[config.mk]
export PLATFORM = sky130hd
export DESIGN_NAME = flit_injector
export DESIGN_NICKNAME = d
export VERILOG_FILES = /design/src/rtl/noc_pkg.sv /design/src/rtl/inject_fifo.sv /design/src/rtl/flit_injector.sv
export SDC_FILE = /design/constraint.sdc
export NUM_CORES = 1
export LEC_CHECK = 0
export ABC_AREA = 1
export CORE_MARGIN = 5
export CORE_UTILIZATION = 45
export CTS_BUF_LIST = sky130_fd_sc_hd__clkbuf_16
export CTS_CLUSTER_DIAMETER = 100
export CTS_CLUSTER_SIZE = 40
export DETAILED_ROUTE_END_ITERATION = 10
export PLACE_DENSITY = 0.73
export SLEW_MARGIN = 30
export SYNTH_ARGS = -nofsm -noshare
export SYNTH_HDL_FRONTEND = slang
export SYNTH_SLANG_ARGS = --single-unit
[constraint.sdc]
create_clock -name clk -period 3.45 [get_ports clk]
set_input_delay 1.035 -clock clk [delete_from_list [all_inputs] [get_ports clk]]
set_output_delay 1.035 -clock clk [all_outputs]
set_load 0.02 [all_outputs]
[src/rtl/noc_pkg.sv]
`default_nettype none
// ============================================================================
// Module      : noc_pkg
// Description : Shared flit format and port indices for the bufferless router.
// Revision    : 1.0 - initial release
// ============================================================================
package noc_pkg;

    localparam int FLIT_W    = 10;
    localparam int VALID_BIT = 9;
    localparam int DST_MSB   = 8;
    localparam int DST_LSB   = 5;

    typedef logic [FLIT_W-1:0] flit_t;

    typedef enum logic [1:0] {
        PORT_N = 2'd0,
        PORT_E = 2'd1,
        PORT_S = 2'd2,
        PORT_W = 2'd3
    } port_e;

    // Only the valid bit decides occupancy; the rest of an empty slot may be X.
    function automatic logic slot_busy(input flit_t f);
        return f[VALID_BIT];
    endfunction

endpackage
`default_nettype wire

[src/rtl/inject_fifo.sv]
`default_nettype none
// ============================================================================
// Module      : inject_fifo
// Description : Small synchronous FIFO holding flits waiting for injection.
// Revision    : 1.0 - initial release
// ============================================================================
module inject_fifo
    import noc_pkg::*;
#(
    parameter int DEPTH = 4
) (
    input  logic  clk,
    input  logic  rst,
    input  logic  push,
    input  flit_t push_data,
    input  logic  pop,
    output logic  full,
    output logic  empty,
    output flit_t head
);

    localparam int AW = $clog2(DEPTH);
    localparam int CW = $clog2(DEPTH + 1);

    flit_t         r_mem [DEPTH];
    logic [AW-1:0] r_wr_ptr;
    logic [AW-1:0] r_rd_ptr;
    logic [CW-1:0] r_count;

    always_ff @(posedge clk or posedge rst) begin
        if (rst) begin
            r_wr_ptr <= '0;
            r_rd_ptr <= '0;
            r_count  <= '0;
        end else begin
            if (push) r_wr_ptr <= r_wr_ptr + 1'b1;
            if (pop)  r_rd_ptr <= r_rd_ptr + 1'b1;
            if (push && !pop)      r_count <= r_count + 1'b1;
            else if (pop && !push) r_count <= r_count - 1'b1;
        end
    end

    // Storage needs no reset: occupancy alone decides what is readable.
    always_ff @(posedge clk) begin
        if (push) r_mem[r_wr_ptr] <= push_data;
    end

    assign full  = (r_count == CW'(DEPTH));
    assign empty = (r_count == '0);
    assign head  = r_mem[r_rd_ptr];

endmodule
`default_nettype wire

[src/rtl/flit_injector.sv]
`default_nettype none
// ============================================================================
// Module      : flit_injector
// Description : Local-port injection stage; drops the queued head flit into
//               the first empty link slot (N > E > S > W) and registers slots.
// Revision    : 1.0 - initial release
// ============================================================================
module flit_injector
    import noc_pkg::*;
#(
    parameter int DEPTH        = 4,
    parameter int STARVE_LIMIT = 15
) (
    input  logic         clk,
    input  logic         rst,
    input  logic [9:0]   northad,
    input  logic [9:0]   southad,
    input  logic [9:0]   eastad,
    input  logic [9:0]   westad,
    input  logic         inj_valid,
    input  logic [9:0]   inj_flit,
    output logic         inj_ready,
    output logic [9:0]   nad,
    output logic [9:0]   sad,
    output logic [9:0]   ead,
    output logic [9:0]   wad,
    output logic         starved,
    output logic [15:0]  inj_count
);

    localparam logic [7:0] c_starve_lim = 8'(STARVE_LIMIT);

    logic       w_full;
    logic       w_empty;
    flit_t      w_head;
    flit_t      w_push_data;
    logic       w_push;
    logic       w_inject;
    port_e      w_sel;
    flit_t      w_in  [4];
    flit_t      w_out [4];
    logic [7:0] r_starve;

    assign w_in[PORT_N] = northad;
    assign w_in[PORT_E] = eastad;
    assign w_in[PORT_S] = southad;
    assign w_in[PORT_W] = westad;

    assign inj_ready   = !w_full && !rst;
    assign w_push      = inj_valid && inj_ready;
    assign w_push_data = {1'b1, inj_flit[DST_MSB:0]};

    inject_fifo #(
        .DEPTH (DEPTH)
    ) u_fifo (
        .clk       (clk),
        .rst       (rst),
        .push      (w_push),
        .push_data (w_push_data),
        .pop       (w_inject),
        .full      (w_full),
        .empty     (w_empty),
        .head      (w_head)
    );

    always_comb begin
        w_inject = 1'b0;
        w_sel    = PORT_N;
        w_out    = w_in;
        if (!w_empty) begin
            if (!slot_busy(w_in[PORT_N])) begin
                w_sel = PORT_N; w_inject = 1'b1;
            end else if (!slot_busy(w_in[PORT_E])) begin
                w_sel = PORT_E; w_inject = 1'b1;
            end else if (!slot_busy(w_in[PORT_S])) begin
                w_sel = PORT_S; w_inject = 1'b1;
            end else if (!slot_busy(w_in[PORT_W])) begin
                w_sel = PORT_W; w_inject = 1'b1;
            end
        end
        if (w_inject) w_out[w_sel] = w_head;
    end

    always_ff @(posedge clk or posedge rst) begin
        if (rst) begin
            nad       <= '0;
            sad       <= '0;
            ead       <= '0;
            wad       <= '0;
            inj_count <= '0;
            r_starve  <= '0;
        end else begin
            nad <= w_out[PORT_N];
            ead <= w_out[PORT_E];
            sad <= w_out[PORT_S];
            wad <= w_out[PORT_W];
            if (w_inject) inj_count <= inj_count + 16'd1;
            // Count only cycles where a flit is waiting and every slot is taken.
            if (w_empty || w_inject)          r_starve <= '0;
            else if (r_starve != c_starve_lim) r_starve <= r_starve + 8'd1;
        end
    end

    assign starved = (r_starve == c_starve_lim);

endmodule
`default_nettype wire

==> metrics <==
dpl cells=723; post-synthesis register bit count=107; Logic pwr share=35.2%; Worst Hold End=inj_count[15]; Reg power frac=40.0%; worst-skew pair later-pin latency=0.34 ns; Max Cap Viol=0; H-tree levels=3; layout cells sized above 1=9.619%; Worst Path Arrival=2.36 ns; area grow syn2layout=32.10%; fin crit period=3.395 ns; r2r worst-path depth=10; post-synthesis sequential area ratio=59.74%; DRT iter0 DRCs=192; leakage=0.002745 uW; CP max FO=2; number of buffers created by CTS=9; antenna diode count=0; die area=0.01279 sq mm; Clk pin slew, worst setup/hold paths=0.07 ns; Net Switching=1548 uW; Fmax achieved=294.5 MHz; Root Driver=clkbuf_16; CP Class=in -> out; Hold Path Depth=2; RSZ-0062 raised after global routing=no; fin crit share=98.41%; Worst Hold Class=reg -> reg; commonest non-fill, non-tap cells in the layout=177 x nand2_1, 109 x clkdlybuf4s50_1, 71 x dfrtp_1; total track usage=17.64%; Post-synth EDFFs=36; DP Wirelength=7909 um; postcts setup bufs=0; hold slack=0.5100 ns; outcome=finished, final reports clean; Cells after Synth=483; CORE AREA=0.01037 sq mm; Worst-Margin Slew=0.6415 ns; Top FF cell, synth=dfrtp_1; largest net degree at the start of global routing=72; Worst R2R Start=u_fifo.r_count[0]; Int Pwr=2813 uW; Max VDD drop=0.4011 mV; Buffers on Ports=109; RePlAce Congestion=0.8459; power per cell area=690.1 mW/mm^2; Die X-Extent=113.1 um; max-slew violation count=0; Die H=113.1 um; Cell variety after synth=34; commonest non-fill, non-tap cell in the layout=nand2_1; crit path cell chain=clkdlybuf4s50_1 -> a31oi_1 -> clkdlybuf4s50_1; TritonCTS Sinks=107; initial antenna violation count=0; clock skew=0.009028 ns; Sw Ratio=35.49%; Synth warnings=0; Net Count, Synth=544; vias in the first global route=3614; Max Root-Sink Buffers=2; DRT Wirelength=10820 um; fin cells=739; DR DRC count=0; CTS tree=yes; Post-Route Setup TNS=0 ns; final hold vios=0; reg2reg setup slack=1.25 ns; reg2reg end=u_fifo.r_count[2]; critical path endpoint category=output pin; Remaining Overflow, GRT=0; Synth async-reset ratio=66.36%; synthesized area per cell=9.903 sq um; cts hold-fix bufs=0; Mapped Area=0.004783 sq mm; most used cell along the critical path=clkdlybuf4s50_1; CP startpoint kind=input pin; slowest CP cell=clkdlybuf4s50_1; fin nets=659; hold_sp=inj_count[15]; Rows=37; drt first pass iters=4; Slew headroom=57.23%; CP peak stage delay=0.65 ns; wire per inst=14.65 um; post-route ant nets=0; clock share of power=24.8%; post_cts resized=0; Final Setup Violations=0; Req. time, crit path=2.41 ns; IO Pins=111; vias after detailed routing=3631; Starting Density=46.13%; Vias/cell=4.913; first-pass GRT wire length=17910 um
-- registers in the layout, indices dropped and copies added, names as in the netlist --
name and cells:
ead 10, inj_count 16, nad 10, r_starve 8, sad 10, u_fifo.r_count 3
u_fifo.r_mem 36, u_fifo.r_rd_ptr 2, u_fifo.r_wr_ptr 2, wad 10
-- cells by family (layout without fill, tap and decap cells) --
| logic type | count (synthesis) | in the layout | synth area share, % |
|---|---|---|---|
| compound gates | 51 | 51 | 6.383 |
| xor+xnor | 11 | 11 | 2.014 |
| fa+ha+maj | 8 | 8 | 2.249 |
| buf+inv | 51 | 171 | 5.388 |
| flops | 107 | 107 | 59.74 |
| simple gates | 255 | 255 | 24.22 |
-- Yosys cell counts, types with 7 or more instances --
cell	count	area share [%]
a21oi_2	9	1.6
inv_1	32	2.5
edfxtp_1	36	23
o21ai_1	10	1.0
dfrtp_1	71	37
nand2_1	177	14
ha_1	7	1.8
nand3_1	21	2.2
nand4_1	9	1.2
nor2_1	24	1.9
a21oi_1	23	2.4
-- layout make-up --
type / count / area [sq um]
Clock buffer: 9 / 225.2
Clock inverter: 7 / 91.34
Fill cell: 845 / 4051
Inverter: 39 / 150.1
Multi-Input combinational cell: 325 / 1668
Sequential cell: 107 / 2858
Tap cell: 136 / 170.2
Timing Repair Buffer: 116 / 1156
-- through the flow --
step	cell area (sq um)	setup slack (ns)	utilization (%)	total power, uW
floorplan	4783	0.5692	-	2739
global placement	6002	0.1156	57.88	3267
detailed placement	6002	0.05754	57.88	3315
CTS	6319	0.03766	60.93	4398
global route	6319	0.02760	60.93	4637
finish	6319	0.05491	60.93	4361
-- routing by layer --
layer | vias to the layer above | share of wire (%) | track usage [%]
met3 | 10 | 6.0 | 4.118
met5 | - | 0 | 0
met2 | 95 | 49 | 29.34
li1 | 1786 | - | -
met1 | 1740 | 43 | 23.05
met4 | 0 | 1.5 | 5.449
-- power by group through the flow --
| stage | Combinational [uW] | Sequential [uW] | Clock, uW |
|---|---|---|---|
| 2_1_floorplan | 868 | 1870 | 0 |
| 3_3_place_gp | 1500 | 1760 | 0 |
| 3_5_place_dp | 1550 | 1770 | 0 |
| 4_1_cts | 1560 | 1740 | 1100 |
| 5_1_grt | 1700 | 1780 | 1150 |
| 6_report | 1540 | 1740 | 1080 |
-- worst max-delay path, delay by kind of cell --
kind	cells	cell delay [ns]
buffers and inverters	2	1.09
AO/OA/AOI/OAI	1	0.23
-- worst max-delay path by stage --
stage,cells past startpoint,startpoint,to
floorplan,9,rst,u_fifo.r_count[2]
global placement,3,rst,inj_ready
detailed placement,3,rst,inj_ready
CTS,3,rst,inj_ready
global route,3,rst,inj_ready
finish,3,rst,inj_ready
No activity file was read; power rests on OpenSTA's default activity.
